**src/rtl/pcie_tx_sched_pkg.sv**
```systemverilog
// Shared types and default periods for the PCIe TX ordered-set scheduler.
package pcie_tx_sched_pkg;

    typedef enum logic [2:0] {
        IDL   = 3'd0,
        TS1   = 3'd1,
        TS2   = 3'd2,
        FTS   = 3'd3,
        SKP   = 3'd4,
        EIEOS = 3'd5,
        EIOS  = 3'd6,
        DATA  = 3'd7
    } os_type_e;

    typedef enum logic [1:0] {
        StActive = 2'd0,
        StData   = 2'd1,
        StEidle  = 2'd2
    } sched_state_e;

    localparam int unsigned SKP_PERIOD_G12_DEF = 295;
    localparam int unsigned SKP_PERIOD_G34_DEF = 370;
    localparam int unsigned EIEOS_PERIOD_DEF   = 32;

endpackage

```
**src/rtl/pcie_tx_os_scheduler_if.sv**
```systemverilog
// Request/slot bus between the LTSSM-side requesters, the serializer and the scheduler.
interface pcie_tx_os_scheduler_if;
    import pcie_tx_sched_pkg::*;

    logic        rate_gen34;
    logic        in_l0;
    logic        slot_rdy;
    logic        ts_req;
    logic        ts_type;
    logic [15:0] ts_num;
    logic        fts_req;
    logic [7:0]  n_fts;
    logic        eios_req;
    logic        data_req;
    logic        data_last;

    logic        os_valid;
    os_type_e    os_type;
    logic        ts_done;
    logic        fts_done;
    logic        eios_done;
    logic [15:0] ts_sent_cnt;
    logic [1:0]  skp_pending;
    logic        elec_idle;

    modport master (
        output rate_gen34, in_l0, slot_rdy, ts_req, ts_type, ts_num, fts_req, n_fts,
               eios_req, data_req, data_last,
        input  os_valid, os_type, ts_done, fts_done, eios_done, ts_sent_cnt, skp_pending,
               elec_idle
    );

    modport slave (
        input  rate_gen34, in_l0, slot_rdy, ts_req, ts_type, ts_num, fts_req, n_fts,
               eios_req, data_req, data_last,
        output os_valid, os_type, ts_done, fts_done, eios_done, ts_sent_cnt, skp_pending,
               elec_idle
    );

endinterface

```
**src/rtl/pcie_skp_period_timer.sv**
```systemverilog
// SKP interval timer: rate/L0 period select, slot counter and saturating pending count.
module pcie_skp_period_timer #(
    parameter int unsigned SKP_PERIOD_G12_L0  = 295,
    parameter int unsigned SKP_PERIOD_G12_NL0 = 295,
    parameter int unsigned SKP_PERIOD_G34_L0  = 370,
    parameter int unsigned SKP_PERIOD_G34_NL0 = 370
) (
    input  logic       clk,
    input  logic       rst_n,
    input  logic       rate_gen34_i,
    input  logic       in_l0_i,
    input  logic       en_i,
    input  logic       clr_i,
    input  logic       dec_i,
    output logic [1:0] pending_o
);

    logic [15:0] cnt_q, cnt_d, last_slot;
    logic [1:0]  pend_q, pend_d;
    logic        wrap;

    always_comb begin
        unique case ({rate_gen34_i, in_l0_i})
            2'b00: last_slot = 16'(SKP_PERIOD_G12_NL0 - 1);
            2'b01: last_slot = 16'(SKP_PERIOD_G12_L0 - 1);
            2'b10: last_slot = 16'(SKP_PERIOD_G34_NL0 - 1);
            2'b11: last_slot = 16'(SKP_PERIOD_G34_L0 - 1);
        endcase

        // >= keeps the wrap safe when in_l0 shortens the period mid-count
        wrap  = en_i && (cnt_q >= last_slot);
        cnt_d = cnt_q;
        if (en_i) begin
            cnt_d = wrap ? 16'd0 : cnt_q + 16'd1;
        end

        pend_d = pend_q;
        if (wrap && !dec_i && (pend_q != 2'd3)) begin
            pend_d = pend_q + 2'd1;
        end else if (!wrap && dec_i && (pend_q != 2'd0)) begin
            pend_d = pend_q - 2'd1;
        end

        if (clr_i) begin
            cnt_d  = 16'd0;
            pend_d = 2'd0;
        end
    end

    always_ff @(posedge clk or negedge rst_n) begin
        if (!rst_n) begin
            cnt_q  <= 16'd0;
            pend_q <= 2'd0;
        end else begin
            cnt_q  <= cnt_d;
            pend_q <= pend_d;
        end
    end

    assign pending_o = pend_q;

endmodule

```
**src/rtl/pcie_tx_os_scheduler.sv**
```systemverilog
// Per-slot ordered-set arbiter for the PCIe TX path; picks one OS per slot_rdy and
// inserts SKP/EIEOS on their periods.
module pcie_tx_os_scheduler
    import pcie_tx_sched_pkg::*;
#(
    parameter int unsigned SKP_PERIOD_G12_L0  = SKP_PERIOD_G12_DEF,
    parameter int unsigned SKP_PERIOD_G12_NL0 = SKP_PERIOD_G12_DEF,
    parameter int unsigned SKP_PERIOD_G34_L0  = SKP_PERIOD_G34_DEF,
    parameter int unsigned SKP_PERIOD_G34_NL0 = SKP_PERIOD_G34_DEF,
    parameter int unsigned EIEOS_PERIOD       = EIEOS_PERIOD_DEF
) (
    input  logic                  clk,
    input  logic                  rst_n,
    pcie_tx_os_scheduler_if.slave bus
);

    localparam logic [15:0] EIEOS_LAST = 16'(EIEOS_PERIOD);

    sched_state_e state_q, state_d;
    logic        ts_active_q, ts_active_d, fts_active_q, fts_active_d;
    logic [15:0] ts_left_q, ts_left_d, ts_sent_q, ts_sent_d;
    logic        ts_kind_q, ts_kind_d;
    logic [7:0]  fts_left_q, fts_left_d;
    logic [15:0] eieos_cnt_q, eieos_cnt_d;
    logic        eieos_due_q, eieos_due_d;
    logic        rate_q;
    logic        os_valid_q, os_valid_d, elec_idle_q, elec_idle_d;
    os_type_e    os_type_q, os_type_d;
    logic        ts_done_q, ts_done_d, fts_done_q, fts_done_d, eios_done_q, eios_done_d;

    logic        acc_ts, acc_fts, cur_ts_act, cur_fts_act, cur_due, cur_ts_kind;
    logic [15:0] cur_ts_left, cur_ts_sent, cur_ecnt;
    logic [7:0]  cur_fts_left;
    logic        skp_en, skp_clr, skp_dec;
    logic [1:0]  skp_pending;

    pcie_skp_period_timer #(
        .SKP_PERIOD_G12_L0  (SKP_PERIOD_G12_L0),
        .SKP_PERIOD_G12_NL0 (SKP_PERIOD_G12_NL0),
        .SKP_PERIOD_G34_L0  (SKP_PERIOD_G34_L0),
        .SKP_PERIOD_G34_NL0 (SKP_PERIOD_G34_NL0)
    ) u_skp_timer (
        .clk          (clk),
        .rst_n        (rst_n),
        .rate_gen34_i (bus.rate_gen34),
        .in_l0_i      (bus.in_l0),
        .en_i         (skp_en),
        .clr_i        (skp_clr),
        .dec_i        (skp_dec),
        .pending_o    (skp_pending)
    );

    assign skp_en = bus.slot_rdy && (state_q != StEidle);

    always_comb begin
        state_d      = state_q;
        ts_active_d  = ts_active_q;
        ts_left_d    = ts_left_q;
        ts_sent_d    = ts_sent_q;
        ts_kind_d    = ts_kind_q;
        fts_active_d = fts_active_q;
        fts_left_d   = fts_left_q;
        eieos_cnt_d  = eieos_cnt_q;
        eieos_due_d  = eieos_due_q;
        elec_idle_d  = elec_idle_q;
        os_valid_d   = 1'b0;
        os_type_d    = IDL;
        ts_done_d    = 1'b0;
        fts_done_d   = 1'b0;
        eios_done_d  = 1'b0;
        skp_dec      = 1'b0;
        skp_clr      = (bus.rate_gen34 != rate_q);

        // An accepted burst is visible to the arbitration of its own acceptance slot
        acc_ts       = bus.slot_rdy && bus.ts_req && !ts_active_q;
        acc_fts      = bus.slot_rdy && bus.fts_req && !fts_active_q;
        cur_ts_act   = ts_active_q || (acc_ts && (bus.ts_num != 16'd0));
        cur_fts_act  = fts_active_q || (acc_fts && (bus.n_fts != 8'd0));
        cur_ts_left  = acc_ts ? bus.ts_num : ts_left_q;
        cur_ts_sent  = acc_ts ? 16'd0 : ts_sent_q;
        cur_ts_kind  = acc_ts ? bus.ts_type : ts_kind_q;
        cur_fts_left = acc_fts ? bus.n_fts : fts_left_q;
        cur_ecnt     = acc_ts ? 16'd0 : eieos_cnt_q;
        cur_due      = bus.rate_gen34 && (eieos_due_q || (acc_ts && (bus.ts_num != 16'd0)));

        if (bus.slot_rdy) begin
            ts_active_d  = cur_ts_act;
            ts_left_d    = cur_ts_left;
            ts_sent_d    = cur_ts_sent;
            ts_kind_d    = cur_ts_kind;
            fts_active_d = cur_fts_act;
            fts_left_d   = cur_fts_left;
            eieos_cnt_d  = cur_ecnt;
            eieos_due_d  = cur_due;
            ts_done_d    = acc_ts && (bus.ts_num == 16'd0);
            fts_done_d   = acc_fts && (bus.n_fts == 8'd0);

            if (state_q == StData) begin
                os_valid_d = 1'b1;
                if (bus.data_req) begin
                    os_type_d = DATA;
                    if (bus.data_last) begin
                        state_d = StActive;
                    end
                end
            end else if ((state_q != StEidle) || bus.ts_req || bus.fts_req) begin
                os_valid_d  = 1'b1;
                elec_idle_d = 1'b0;
                state_d     = StActive;
                if (bus.eios_req) begin
                    // Electrical idle abandons any burst in flight
                    os_type_d    = EIOS;
                    eios_done_d  = 1'b1;
                    elec_idle_d  = 1'b1;
                    state_d      = StEidle;
                    skp_clr      = 1'b1;
                    ts_active_d  = 1'b0;
                    fts_active_d = 1'b0;
                end else if (skp_pending != 2'd0) begin
                    os_type_d = SKP;
                    skp_dec   = 1'b1;
                end else if (cur_due && cur_ts_act) begin
                    os_type_d   = EIEOS;
                    eieos_due_d = 1'b0;
                end else if (cur_fts_act) begin
                    os_type_d  = FTS;
                    fts_left_d = cur_fts_left - 8'd1;
                    if (cur_fts_left == 8'd1) begin
                        fts_active_d = 1'b0;
                        fts_done_d   = 1'b1;
                    end
                end else if (cur_ts_act) begin
                    os_type_d   = cur_ts_kind ? TS2 : TS1;
                    ts_left_d   = cur_ts_left - 16'd1;
                    ts_sent_d   = cur_ts_sent + 16'd1;
                    eieos_cnt_d = cur_ecnt + 16'd1;
                    if (cur_ecnt + 16'd1 == EIEOS_LAST) begin
                        eieos_cnt_d = 16'd0;
                        eieos_due_d = 1'b1;
                    end
                    if (cur_ts_left == 16'd1) begin
                        ts_active_d = 1'b0;
                        ts_done_d   = 1'b1;
                    end
                end else if (bus.data_req) begin
                    os_type_d = DATA;
                    if (!bus.data_last) begin
                        state_d = StData;
                    end
                end
            end
        end

        if (!bus.rate_gen34) begin
            eieos_due_d = 1'b0;
            eieos_cnt_d = 16'd0;
        end
    end

    always_ff @(posedge clk or negedge rst_n) begin
        if (!rst_n) begin
            state_q      <= StActive;
            ts_active_q  <= 1'b0;
            ts_left_q    <= 16'd0;
            ts_sent_q    <= 16'd0;
            ts_kind_q    <= 1'b0;
            fts_active_q <= 1'b0;
            fts_left_q   <= 8'd0;
            eieos_cnt_q  <= 16'd0;
            eieos_due_q  <= 1'b0;
            rate_q       <= 1'b0;
            os_valid_q   <= 1'b0;
            os_type_q    <= IDL;
            ts_done_q    <= 1'b0;
            fts_done_q   <= 1'b0;
            eios_done_q  <= 1'b0;
            elec_idle_q  <= 1'b0;
        end else begin
            state_q      <= state_d;
            ts_active_q  <= ts_active_d;
            ts_left_q    <= ts_left_d;
            ts_sent_q    <= ts_sent_d;
            ts_kind_q    <= ts_kind_d;
            fts_active_q <= fts_active_d;
            fts_left_q   <= fts_left_d;
            eieos_cnt_q  <= eieos_cnt_d;
            eieos_due_q  <= eieos_due_d;
            rate_q       <= bus.rate_gen34;
            os_valid_q   <= os_valid_d;
            os_type_q    <= os_type_d;
            ts_done_q    <= ts_done_d;
            fts_done_q   <= fts_done_d;
            eios_done_q  <= eios_done_d;
            elec_idle_q  <= elec_idle_d;
        end
    end

    assign bus.os_valid    = os_valid_q;
    assign bus.os_type     = os_type_q;
    assign bus.ts_done     = ts_done_q;
    assign bus.fts_done    = fts_done_q;
    assign bus.eios_done   = eios_done_q;
    assign bus.ts_sent_cnt = ts_sent_q;
    assign bus.skp_pending = skp_pending;
    assign bus.elec_idle   = elec_idle_q;

endmodule

```
**src/flat_wrapper.sv**
```systemverilog
// flat-port wrapper written by rule: the top's interface ports become plain ports
module pcie_tx_os_scheduler_flat import pcie_tx_sched_pkg::*;
#(
    parameter int unsigned SKP_PERIOD_G12_L0  = SKP_PERIOD_G12_DEF,
    parameter int unsigned SKP_PERIOD_G12_NL0 = SKP_PERIOD_G12_DEF,
    parameter int unsigned SKP_PERIOD_G34_L0  = SKP_PERIOD_G34_DEF,
    parameter int unsigned SKP_PERIOD_G34_NL0 = SKP_PERIOD_G34_DEF,
    parameter int unsigned EIEOS_PERIOD       = EIEOS_PERIOD_DEF
)
  (clk, rst_n, bus_rate_gen34, bus_in_l0, bus_slot_rdy, bus_ts_req, bus_ts_type, bus_ts_num, bus_fts_req, bus_n_fts, bus_eios_req, bus_data_req, bus_data_last, bus_os_valid, bus_os_type, bus_ts_done, bus_fts_done, bus_eios_done, bus_ts_sent_cnt, bus_skp_pending, bus_elec_idle);
  pcie_tx_os_scheduler_if bus_i ();
  input  logic clk;
  input  logic rst_n;
  input wire logic [$bits(bus_i.rate_gen34)-1:0] bus_rate_gen34;
  input wire logic [$bits(bus_i.in_l0)-1:0] bus_in_l0;
  input wire logic [$bits(bus_i.slot_rdy)-1:0] bus_slot_rdy;
  input wire logic [$bits(bus_i.ts_req)-1:0] bus_ts_req;
  input wire logic [$bits(bus_i.ts_type)-1:0] bus_ts_type;
  input wire logic [$bits(bus_i.ts_num)-1:0] bus_ts_num;
  input wire logic [$bits(bus_i.fts_req)-1:0] bus_fts_req;
  input wire logic [$bits(bus_i.n_fts)-1:0] bus_n_fts;
  input wire logic [$bits(bus_i.eios_req)-1:0] bus_eios_req;
  input wire logic [$bits(bus_i.data_req)-1:0] bus_data_req;
  input wire logic [$bits(bus_i.data_last)-1:0] bus_data_last;
  output wire logic [$bits(bus_i.os_valid)-1:0] bus_os_valid;
  output wire logic [$bits(bus_i.os_type)-1:0] bus_os_type;
  output wire logic [$bits(bus_i.ts_done)-1:0] bus_ts_done;
  output wire logic [$bits(bus_i.fts_done)-1:0] bus_fts_done;
  output wire logic [$bits(bus_i.eios_done)-1:0] bus_eios_done;
  output wire logic [$bits(bus_i.ts_sent_cnt)-1:0] bus_ts_sent_cnt;
  output wire logic [$bits(bus_i.skp_pending)-1:0] bus_skp_pending;
  output wire logic [$bits(bus_i.elec_idle)-1:0] bus_elec_idle;
  assign bus_i.rate_gen34 = bus_rate_gen34;
  assign bus_i.in_l0 = bus_in_l0;
  assign bus_i.slot_rdy = bus_slot_rdy;
  assign bus_i.ts_req = bus_ts_req;
  assign bus_i.ts_type = bus_ts_type;
  assign bus_i.ts_num = bus_ts_num;
  assign bus_i.fts_req = bus_fts_req;
  assign bus_i.n_fts = bus_n_fts;
  assign bus_i.eios_req = bus_eios_req;
  assign bus_i.data_req = bus_data_req;
  assign bus_i.data_last = bus_data_last;
  assign bus_os_valid = bus_i.os_valid;
  assign bus_os_type = bus_i.os_type;
  assign bus_ts_done = bus_i.ts_done;
  assign bus_fts_done = bus_i.fts_done;
  assign bus_eios_done = bus_i.eios_done;
  assign bus_ts_sent_cnt = bus_i.ts_sent_cnt;
  assign bus_skp_pending = bus_i.skp_pending;
  assign bus_elec_idle = bus_i.elec_idle;
  pcie_tx_os_scheduler #(.SKP_PERIOD_G12_L0(SKP_PERIOD_G12_L0), .SKP_PERIOD_G12_NL0(SKP_PERIOD_G12_NL0), .SKP_PERIOD_G34_L0(SKP_PERIOD_G34_L0), .SKP_PERIOD_G34_NL0(SKP_PERIOD_G34_NL0), .EIEOS_PERIOD(EIEOS_PERIOD)) u_core (.clk(clk), .rst_n(rst_n), .bus(bus_i));
endmodule
```
**config.mk**
```make
export PLATFORM = sky130hd
export DESIGN_NAME = pcie_tx_os_scheduler_flat
export DESIGN_NICKNAME = d
export VERILOG_FILES = /design/src/rtl/pcie_tx_sched_pkg.sv /design/src/rtl/pcie_tx_os_scheduler_if.sv /design/src/rtl/pcie_skp_period_timer.sv /design/src/rtl/pcie_tx_os_scheduler.sv /design/src/flat_wrapper.sv
export SDC_FILE = /design/constraint.sdc
export NUM_CORES = 1
export LEC_CHECK = 0
export ABC_AREA = 1
export CELL_PAD_IN_SITES_DETAIL_PLACEMENT = 1
export CELL_PAD_IN_SITES_GLOBAL_PLACEMENT = 2
export CORE_MARGIN = 3
export CORE_UTILIZATION = 35
export CTS_CLUSTER_SIZE = 16
export DETAILED_ROUTE_END_ITERATION = 8
export PLACE_DENSITY = 0.91
export SLEW_MARGIN = 20
export SYNTH_ARGS = -nofsm -noshare
export SYNTH_HDL_FRONTEND = slang
export SYNTH_SLANG_ARGS = --single-unit
```
**constraint.sdc**
```tcl
create_clock -name clk -period 5.4 [get_ports clk]
set_input_delay 0.81 -clock clk [delete_from_list [all_inputs] [get_ports clk]]
set_output_delay 0.81 -clock clk [all_outputs]
set_load 0.1 [all_outputs]
```
### After elaboration in Yosys (flattened, before gate mapping)

Index checks and enable logic that the tools add are counted.

| operators by class | value |
|---|---|
| reductions and logical operators | 38 |
| magnitude comparators | 1 |
| bitwise gates (word level) | 1 |
| multiplexer cells | 121 |
| $add $sub $neg | 7 |
| equality and inequality tests | 13 |

Operator list:

| kind | number |
|---|---|
| 2-to-1 mux 16 bit | 30 |
| 2-to-1 mux 1 bit | 60 |
| 2-to-1 mux 8 bit | 7 |
| adder 16 x 1 -> 16 bit, second input constant | 3 |
| case mux 16 bit (2 select lines) | 1 |
| 2-to-1 mux 2 bit | 14 |
| 2-to-1 mux 3 bit | 9 |
| equality test 16 x 1 -> 1 bit, second input constant | 1 |
| equality test 16 x 6 -> 1 bit, second input constant | 1 |
| greater-or-equal comparator 16 bit | 1 |
| logical AND 1 bit | 16 |
| logical NOT 16 bit | 1 |
| nonzero test 16 bit | 1 |
| subtractor 16 x 1 -> 16 bit, second input constant | 1 |
| equality test 8 x 1 -> 1 bit, second input constant | 1 |
| logical NOT 8 bit | 1 |
| inequality test 2 bit, second input constant | 4 |
| nonzero test 8 bit | 1 |
| subtractor 8 x 1 -> 8 bit, second input constant | 1 |
| nonzero test 2 bit | 3 |
| logical OR 1 bit | 5 |
| equality test 2 x 1 -> 1 bit, second input constant | 2 |
| equality test 2 bit, second input constant | 2 |
| logical NOT 1 bit | 4 |
| other kinds (10) | 11 |

| storage, ports and cells | value |
|---|---|
| flip-flop bits (word level) | 89 |
| logic and storage cells | 199 |
| input port bits | 35 |

### Depth between registers and ports, before layout

Gate-level depths: netlist of the first run.

| depth | value |
|---|---|
| word-level depth | 15 |
| depth in mapped cells | 19 |
| gate-level depth less buffers | 18 |

### Cells and area by module

From an unflattened synthesis of the first run, not the netlist that was laid out.

| unflattened totals | value |
|---|---|
| cell total of the unflattened synthesis | 877 |
| area total of the unflattened synthesis | 6,132.1 sq um |

By module, submodules not included:

| module | times used | cells an instance | sequential area each (sq um) | area an instance (sq um) |
|---|---|---|---|---|
| pcie_tx_os_scheduler | 1 | 744 | 1,776.7 | 5,101.1 |
| pcie_skp_period_timer | 1 | 133 | 450.4 | 1,031.0 |

### Worst setup path before layout of the first run

Ideal clock, no wire load.

| timing | value |
|---|---|
| path type | input -> register |
| from | input port bus_ts_req |
| to | register u_core.ts_sent_q[10], in the netlist u_core.bus.ts_sent_cnt[10] |
| slack | 2,917 ps |
| data arrival time | 2,356 ps |
| path buffers | 2 |
| required time | 5,273 ps |
| stages on the path | 12 |
| cell sequence | nand3_4 buf_6 buf_6 nand2_1 inv_2 ha_1 nand4_1 nor3_2 nand2_1 nor3_1 nand3_1 xor2_1 |

| between the ends | value |
|---|---|
| cells in the longest elaborated chain, start to end | 11 |
| elaborated cells between the ends (all ways) | 18 |
| those cells by class | add/sub (1); mux (8); reduce/logical (9) |

Ends and longest elaborated chain:

| element | RTL line | source |
|---|---|---|
| start, declared | flat_wrapper.sv:17 | `input wire logic [$bits(bus_i.ts_req)-1:0] bus_ts_req;` |
| logical AND 1 bit (2 in series) | pcie_tx_os_scheduler.sv:75 | `acc_ts = bus.slot_rdy && bus.ts_req && !ts_active_q;` |
| 2-to-1 mux 16 bit or logical AND 1 bit (tied branches) | pcie_tx_os_scheduler.sv:80, pcie_tx_os_scheduler.sv:77, pcie_tx_os_scheduler.sv:84 |  |
| adder 16 x 1 -> 16 bit, or another cell as far along | pcie_tx_os_scheduler.sv:135 | `ts_sent_d = cur_ts_sent + 16'd1;` |
| 2-to-1 mux 16 bit or logical AND 1 bit (tied branches) | pcie_tx_os_scheduler.sv:132, pcie_tx_os_scheduler.sv:84 |  |
| 2-to-1 mux 16 bit or logical AND 1 bit (tied branches) | pcie_tx_os_scheduler.sv:125, pcie_tx_os_scheduler.sv:122 |  |
| 2-to-1 mux 16 bit | pcie_tx_os_scheduler.sv:122 | `end else if (cur_due && cur_ts_act) begin` |
| 2-to-1 mux 16 bit | pcie_tx_os_scheduler.sv:119 | `end else if (skp_pending != 2'd0) begin` |
| 2-to-1 mux 16 bit | pcie_tx_os_scheduler.sv:110 | `if (bus.eios_req) begin` |
| 2-to-1 mux 16 bit | pcie_tx_os_scheduler.sv:106 | `end else if ((state_q != StEidle) \|\| bus.ts_req \|\| bus.fts_req) begin` |
| 2-to-1 mux 16 bit * | pcie_tx_os_scheduler.sv:98 | `if (state_q == StData) begin` |
| end signal, assigned | pcie_tx_os_scheduler.sv:182 | `ts_sent_q <= ts_sent_d;` |
| end, declared | pcie_tx_os_scheduler.sv:21 | `logic [15:0] ts_left_q, ts_left_d, ts_sent_q, ts_sent_d;` |

Every way passes the cells marked *; elsewhere a longest branch is shown, timed or not.
A chain may end at the register's enable or synchronous reset.

### Final worst setup path of the first run

| timing | value |
|---|---|
| from | input port bus_ts_req |
| to | register u_core.ts_sent_q[9], in the netlist u_core.bus.ts_sent_cnt[9] |

Same word-level chain as after synthesis.

==> summary.md, run 1 <==
| Metric | Value |
|---|---|
| Worst skew pair latency | `360 ps` |
| Fill cell total of the finished layout | `2214` |
| CTS Root Cell | `sky130_fd_sc_hd__clkbuf_16` |
| Worst-path fanout max | `27` |
| Number of remaining DRC errors | `0` |
| Worst Hold Endpoint | `u_core.ts_left_q[7]$_DFFE_PN0P_` |
| CP Data Arrival Time | `3910 ps` |
| Floorplan Core Area | `0.01736 mm^2` |
| Cell seen most often among critical-path stages | `sky130_fd_sc_hd__nand2_2` |
| Effective utilization at floorplan | `0.3597` |
| Minimum setup slack among reg-to-reg paths | `2140 ps` |
| Number of diodes added for antenna fixing | `0` |
| Minimum period implied by the final worst setup slack | `3661 ps` |
| Max Fclk | `273.1 MHz` |
| Register bit count reported by yosys | `89` |
| CTS tree | `yes` |
| Largest area contributor in the netlist | `sky130_fd_sc_hd__dfrtp_1` |
| Final total negative setup slack | `0 ps` |
| Number of buffers added to fix hold violations after cts | `0` |
| Number of post-CTS setup repair buffers | `0` |
| Clock skew | `10.97 ps` |
| Portion of synthesized cell area occupied by the leading cell type | `0.3567` |
| Mean instance size in the synthesized netlist | `6.992 um^2` |
| Detailed router's first-iteration violation count | `280` |
| Number of violations of the max-capacitance limit | `0` |
| Source of the worst register-to-register timing path | `u_core.ts_active_q$_DFFE_PN0P_` |
| Ports | `61` |
| EDFF count, synth | `0` |
| Capture instance of the worst register-to-register path | `u_core.bus.ts_sent_cnt[9]$_DFFE_PN0P_` |
| Summed instance area of the synthesized netlist | `0.006243 mm^2` |
| Global-route wire length before repair | `32.96 mm` |
| Sequential-to-total area share from yosys stat | `0.3567` |
| Clock-pin slew of the registers on the worst-case setup and hold paths | `70 ps` |
| Path depth of the worst reg2reg path | `13` |
| Count of antenna-violating nets left after detailed routing | `0` |
| Final RePlAce weighted congestion | `0.8566` |
| Max Root-Sink Buffers | `2` |
| Static Leakage | `3.525 nW` |
| Remaining global-route overflow | `0` |
| Share of the clock period used by the worst path | `0.6780` |
| Dominant cell by count in the synthesized netlist | `sky130_fd_sc_hd__nand2_1` |
| Critical-path cell with the highest stage delay | `sky130_fd_sc_hd__clkdlybuf4s50_1` |
| Slew Limit Headroom | `0.3429` |
| Die footprint | `0.01948 mm^2` |
| Hpwl dp | `14.50 mm` |
| Synthesized net count | `939` |
| Number of iterations in the first detailed-routing pass | `5` |
| Launch point of the critical path | `bus_ts_req` |
| Wirelength per Cell | `16.68 um` |
| Worst hold path stage count | `2` |
| Pwr/cell area | `299.6 mW/mm^2` |
| Final hold slack | `482.5 ps` |
| Total track usage | `0.2081` |
| Antenna violations before repair | `0` |
| Setup CP Type | `primary input to flip-flop` |
| Via density per instance | `5.145` |
| Share of flip-flops with an asynchronous set or reset after synthesis | `1.000` |
| Area Growth Syn to Fin | `17.50%` |
| Biggest cell delay along the critical path | `530 ps` |
| # setup viols final | `0` |
| Sink count of the clock tree | `89` |
| Overall via count from detail_route | `6051` |
| Tightest Pin Transition | `982.6 ps` |
| Warning count from the yosys run | `0` |
| Outcome | `finished, final reports clean` |
| Maximum VDD drop | `0.1477 mV` |
| Number of port buffers | `59` |
| Post-synthesis cell type count | `49` |
| Area of the multi-input gates | `0.003436 mm^2` |
| Capturing element type of the critical path | `flip-flop` |
| Share of final-layout standard cells stronger than drive strength 1 | `0.09043` |
| Required time at the endpoint of the critical path | `5650 ps` |
| Cells traversed along the worst timing path | `clkdlybuf4s50_1, nand3_4, inv_2, nand2_2, nand2_2, nand2_2, nor2_4, nand2_4, nor2_8, inv_2, nor2_2, nand3_1, xor2_1` |
| HP Class | `flip-flop to flip-flop` |
| Number of buffers inserted during clock tree synthesis | `9` |
| Largest cells by area after synthesis | `sky130_fd_sc_hd__dfrtp_1, sky130_fd_sc_hd__nand2_1, sky130_fd_sc_hd__inv_1, sky130_fd_sc_hd__nor2_1, sky130_fd_sc_hd__nand3_1` |
| Count of standard-cell rows | `48` |
| Hold Crit Start | `u_core.ts_left_q[7]$_DFFE_PN0P_` |
| Startpoint class of the critical path | `primary input` |
| Final standard cell utilization of the core | `0.4227` |
| Synthesized instance count | `893` |
| Routed wire length | `19.62 mm` |
| Area of all sequential standard cells | `0.002227 mm^2` |
| Unrepaired setup endpoints after global routing | `no` |
| Number of nets in the layout | `992` |
| Chip width | `139.6 um` |
| Number of global-route vias before repair | `6326` |
| Pin count of the biggest net entering global routing | `53` |
| Most used standard cells in the synthesized netlist | `sky130_fd_sc_hd__nand2_1, sky130_fd_sc_hd__inv_1, sky130_fd_sc_hd__nor2_1, sky130_fd_sc_hd__dfrtp_1, sky130_fd_sc_hd__nand3_1` |
| Chip Height | `139.6 um` |
| Most used DFF post-synth | `sky130_fd_sc_hd__dfrtp_1` |
| Count of cells resized by post-cts repair | `0` |
| Number of H-tree levels | `3` |
| Final max-slew violation count | `0` |
| Final Hold Vio Count | `0` |
[state kept, by name (all words and copies together) (netlist names), 2 cells and up]
name                          count
u_core.fts_left_q                 8
u_core.ts_left_q                 16
u_core.u_skp_timer.pending_o      2
u_core.bus.os_type                3
u_core.eieos_cnt_q               16
u_core.u_skp_timer.cnt_q         16
u_core.state_q                    2
u_core.bus.ts_sent_cnt           16
[critical path: cells and delay by family]
kind | cells | cell delay, ps
and+or+nand+nor | 9 | 1880
buffers and inverters | 3 | 1050
xor gates and xnor gates | 1 | 150
[power breakdown]
| group | switching (mW) | internal, mW |
|---|---|---|
| combinational | 0.520 | 0.214 |
| clock | 0.293 | 0.385 |
| sequential | 0.0424 | 0.743 |
[cells in the final DEF (no fill, tap or decap), types with 7 or more instances in the layout]
master,count
sky130_fd_sc_hd__clkdlybuf4s50_1,58
sky130_fd_sc_hd__a21oi_1,31
sky130_fd_sc_hd__nand2_2,7
sky130_fd_sc_hd__nor2_2,9
sky130_fd_sc_hd__nor3_1,14
sky130_fd_sc_hd__nor3_2,7
sky130_fd_sc_hd__inv_2,10
sky130_fd_sc_hd__ha_1,11
sky130_fd_sc_hd__xor2_1,29
sky130_fd_sc_hd__xnor2_1,7
sky130_fd_sc_hd__nand4_1,23
sky130_fd_sc_hd__clkbuf_16,9
sky130_fd_sc_hd__nand3_1,65
sky130_fd_sc_hd__nor2_1,92
sky130_fd_sc_hd__o21ai_0,58
sky130_fd_sc_hd__o21ai_1,16
sky130_fd_sc_hd__inv_1,112
sky130_fd_sc_hd__nand2_1,235
sky130_fd_sc_hd__o21ai_2,8
sky130_fd_sc_hd__dfrtp_1,89
[worst max-delay path by stage]
stage,to,cells past startpoint
finish,u_core.bus.ts_sent_cnt[9]$_DFFE_PN0P_,13
global route,u_core.bus.ts_sent_cnt[9]$_DFFE_PN0P_,13
CTS,u_core.bus.ts_sent_cnt[9]$_DFFE_PN0P_,13
detailed placement,u_core.bus.ts_sent_cnt[9]$_DFFE_PN0P_,13
global placement,u_core.bus.ts_sent_cnt[9]$_DFFE_PN0P_,13
floorplan,u_core.bus.ts_sent_cnt[10]$_DFFE_PN0P_,12
[cells by family after synthesis]
logic type,after synthesis,synth area share
XOR/XNOR,36,0.05050
buffers and inverters,144,0.09298
AO/OA/AOI/OAI,132,0.1212
adder cells (fa/ha/maj),11,0.02204
flip-flops,89,0.3567
AND/OR/NAND/NOR,481,0.3565
[metrics by stage]
stage | power (mW) | std cells | cell area, um^2 | worst slack (ps)
finish | 2.198 | 1176 | 7336 | 1739
CTS | 2.223 | 1176 | 7336 | 1737
floorplan | 1.321 | 893 | 6243 | 2917
global placement | 1.516 | 1160 | 7028 | 1361
detailed placement | 1.532 | 1160 | 7028 | 1359
global route | 2.347 | 1176 | 7336 | 1519
[per-layer routing]
| metal | vias to the layer above | wire (um) | GRT usage |
|---|---|---|---|
| li1 | 2987 | - | - |
| met1 | 2945 | 9393 | 0.2890 |
| met2 | 94 | 9305 | 0.3422 |
| met3 | 25 | 541 | 0.02302 |
| met4 | 0 | 380 | 0.06476 |
| met5 | - | 0 | 0 |
[area by class of cell]
cell class,count,area share
clock buffer,12,0.03497
clock inverter,4,0.006993
inverter,122,0.06243
multi-input combinational,660,0.4684
sequential,89,0.3036
tap,225,0.03838
timing repair buffer,64,0.08528
No activity file was read; power rests on OpenSTA's default activity.
==> inputs of run 2 (changes only) <==
--- a/config.mk
+++ b/config.mk
@@ -9,10 +9,10 @@
 export CELL_PAD_IN_SITES_DETAIL_PLACEMENT = 1
 export CELL_PAD_IN_SITES_GLOBAL_PLACEMENT = 2
 export CORE_MARGIN = 3
-export CORE_UTILIZATION = 35
+export CORE_UTILIZATION = 30
 export CTS_CLUSTER_SIZE = 16
 export DETAILED_ROUTE_END_ITERATION = 8
-export PLACE_DENSITY = 0.91
+export PLACE_DENSITY = 0.84
 export SLEW_MARGIN = 20
 export SYNTH_ARGS = -nofsm -noshare
 export SYNTH_HDL_FRONTEND = slang
==> constraint.sdc (replaced) <==
create_clock -name clk -period 3.3 [get_ports clk]
set_input_delay 0.495 -clock clk [delete_from_list [all_inputs] [get_ports clk]]
set_output_delay 0.495 -clock clk [all_outputs]
set_load 0.1 [all_outputs]
==> run 2 against run 1 <==
  * Via count rose by 0.48%
  * Register-to-register slack got worse by 1300 ps
  * Setup slack got worse by 1100 ps
  * Critical path type unchanged
  * Die area rose by 16%
==> summary.md, run 2 (synthesis results as in run 1) <==
| Metric | Value |
|---|---|
| Outcome | `finished, final reports clean` |
| Global-route wire length before repair | `33.60 mm` |
| Number of iterations in the first detailed-routing pass | `4` |
| Area of the multi-input gates | `0.003436 mm^2` |
| Clock skew | `10.14 ps` |
| Standard cell area after detailed placement | `0.007247 mm^2` |
| Maximum VDD drop | `0.2618 mV` |
| Max Fclk | `370.4 MHz` |
| Area of all sequential standard cells | `0.002227 mm^2` |
| Number of buffers added to fix hold violations after cts | `0` |
| Slew Limit Headroom | `0.3487` |
| Wirelength per Cell | `16.19 um` |
| Cell seen most often among critical-path stages | `sky130_fd_sc_hd__nor2_1` |
| Final RePlAce weighted congestion | `0.8542` |
| Setup CP Type | `primary input to flip-flop` |
| Critical-path cell with the highest stage delay | `sky130_fd_sc_hd__clkdlybuf4s50_1` |
| Unrepaired setup endpoints after global routing | `no` |
| Most common cell after layout, fill and taps aside | `sky130_fd_sc_hd__nand2_1` |
| Minimum period implied by the final worst setup slack | `2700 ps` |
| Final Hold Vio Count | `0` |
| Number of violations of the max-capacitance limit | `0` |
| Final Instance Area | `0.007537 mm^2` |
| Required time at the endpoint of the critical path | `3580 ps` |
| Area Growth Syn to Fin | `20.72%` |
| Number of port buffers | `59` |
| Number of H-tree levels | `3` |
| Count of standard-cell rows | `52` |
| Number of remaining DRC errors | `0` |
| Static Leakage | `3.640 nW` |
| Number of buffers inserted during clock tree synthesis | `9` |
| Effective utilization at floorplan | `0.3066` |
| Final standard cell utilization of the core | `0.3701` |
| Sum of buffers and inverters on the critical path | `2` |
| Die footprint | `0.02258 mm^2` |
| Count of cells resized by post-cts repair | `0` |
| Worst-path fanout max | `13` |
| Count of antenna-violating nets left after detailed routing | `0` |
| Final total negative setup slack | `0 ps` |
| Hpwl dp | `15.29 mm` |
| Clock-pin slew of the registers on the worst-case setup and hold paths | `70 ps` |
| Share of the clock period used by the worst path | `0.8181` |
| Detailed router's first-iteration violation count | `204` |
| Number of post-CTS setup repair buffers | `0` |
| Routed wire length | `20.14 mm` |
| Chip Height | `150.3 um` |
| Startpoint class of the critical path | `primary input` |
| Worst skew pair latency | `360 ps` |
| CP Data Arrival Time | `2980 ps` |
| Sink count of the clock tree | `89` |
| Dominant delay contributor by cell family on the critical path | `simple AND/OR/NAND/NOR gates` |
| Pin count of the biggest net entering global routing | `58` |
| Chip width | `150.3 um` |
| Overall via count from detail_route | `6080` |
| Pwr/cell area | `474.9 mW/mm^2` |
| Final max-slew violation count | `0` |
| CTS tree | `yes` |
| Capturing element type of the critical path | `flip-flop` |
| Share of final-layout standard cells stronger than drive strength 1 | `0.1170` |
| Number of global-route vias before repair | `6326` |
| HP Class | `primary input to asynchronous set/reset pin` |
| Remaining global-route overflow | `0` |
| Fill cell total of the finished layout | `2587` |
| Via density per instance | `4.887` |
| Tightest Pin Transition | `973.9 ps` |
| Number of nets in the layout | `1015` |
| CTS Root Cell | `sky130_fd_sc_hd__clkbuf_16` |
| Ports | `61` |
| Max Root-Sink Buffers | `2` |
| Leading cell types in the layout, fill and taps excluded | `sky130_fd_sc_hd__nand2_1, sky130_fd_sc_hd__inv_1, sky130_fd_sc_hd__nor2_1` |
| Total track usage | `0.1893` |
| # setup viols final | `0` |
| Cells traversed along the worst timing path | `clkdlybuf4s50_1, nand3_4, buf_4, nand4_2, nor2_1, nand4_1, nand2_1, nand3_1, nor2_1, nand2_1, nor3_1, nor2_1, o22ai_1` |
| Biggest cell delay along the critical path | `520 ps` |
| Floorplan Core Area | `0.02036 mm^2` |
| Number of diodes added for antenna fixing | `0` |
| Antenna violations before repair | `0` |
## run 2: changes by cell type in the layout (fill, tap and decap cells not counted)
cell / change
sky130_fd_sc_hd__bufinv_16: -1
sky130_fd_sc_hd__clkdlybuf4s50_1: -4
sky130_fd_sc_hd__buf_4: +27
sky130_fd_sc_hd__clkinvlp_4: -1
sky130_fd_sc_hd__clkbuf_8: -1
sky130_fd_sc_hd__inv_8: +1
sky130_fd_sc_hd__clkbuf_1: -1
sky130_fd_sc_hd__inv_6: +1
sky130_fd_sc_hd__clkinv_4: +2
## run 2: cell type report
cell class,instances,share of cell area
clock inverters,6,0.006806
clock buffers,10,0.03171
flip-flops and latches,89,0.2955
multi-input cells,660,0.4558
repair buffers,87,0.1046
inverters,122,0.06076
well taps,270,0.04482
## run 2: path summary, 6_finish.rpt
check	cells past startpoint	end	from	slack [ps]
min in group clk	2	u_core.fts_left_q[3]$_DFFE_PN0P_	u_core.fts_left_q[3]$_DFFE_PN0P_	490
max reg2reg	13	u_core.eieos_due_q$_DFFE_PN0P_	u_core.ts_active_q$_DFFE_PN0P_	820
min reg2reg	2	u_core.fts_left_q[3]$_DFFE_PN0P_	u_core.fts_left_q[3]$_DFFE_PN0P_	490
max	13	u_core.eieos_due_q$_DFFE_PN0P_	bus_slot_rdy	600
max in group asynchronous	2	u_core.eieos_due_q$_DFFE_PN0P_	rst_n	2300
min	1	u_core.eieos_cnt_q[8]$_DFFE_PN0P_	rst_n	210
## run 2: through the flow
| stage | instances | total power [mW] | setup slack, ps | hold slack (ps) |
|---|---|---|---|---|
| after detailed placement | 1228 | 2.557 | 239.0 | 474.1 |
| after floorplan | 893 | 2.161 | 846.3 | 199.4 |
| after global placement | 1228 | 2.534 | 275.1 | 461.7 |
| after global routing | 1244 | 3.821 | 318.8 | 279.5 |
| final | 1244 | 3.579 | 600.1 | 212.3 |
| after CTS | 1244 | 3.618 | 603.4 | 260.7 |
## run 2: metal layers
layer  share of wire  up-vias  GRT usage
met5               0        -          0
met4           0.011        0    0.04437
met3           0.034       14    0.02438
met2            0.47       84     0.3129
met1            0.49     2938     0.2643
li1                -     3044          -
## run 2: power by group
group | internal, mW | total (mW) | switching, mW | leakage (nW)
combinational | 0.387 | 1.25 | 0.864 | 2.31
sequential | 1.22 | 1.28 | 0.0682 | 1.18
clock | 0.543 | 1.05 | 0.503 | 0.145
total | 2.14 | 3.58 | 1.43 | 3.64
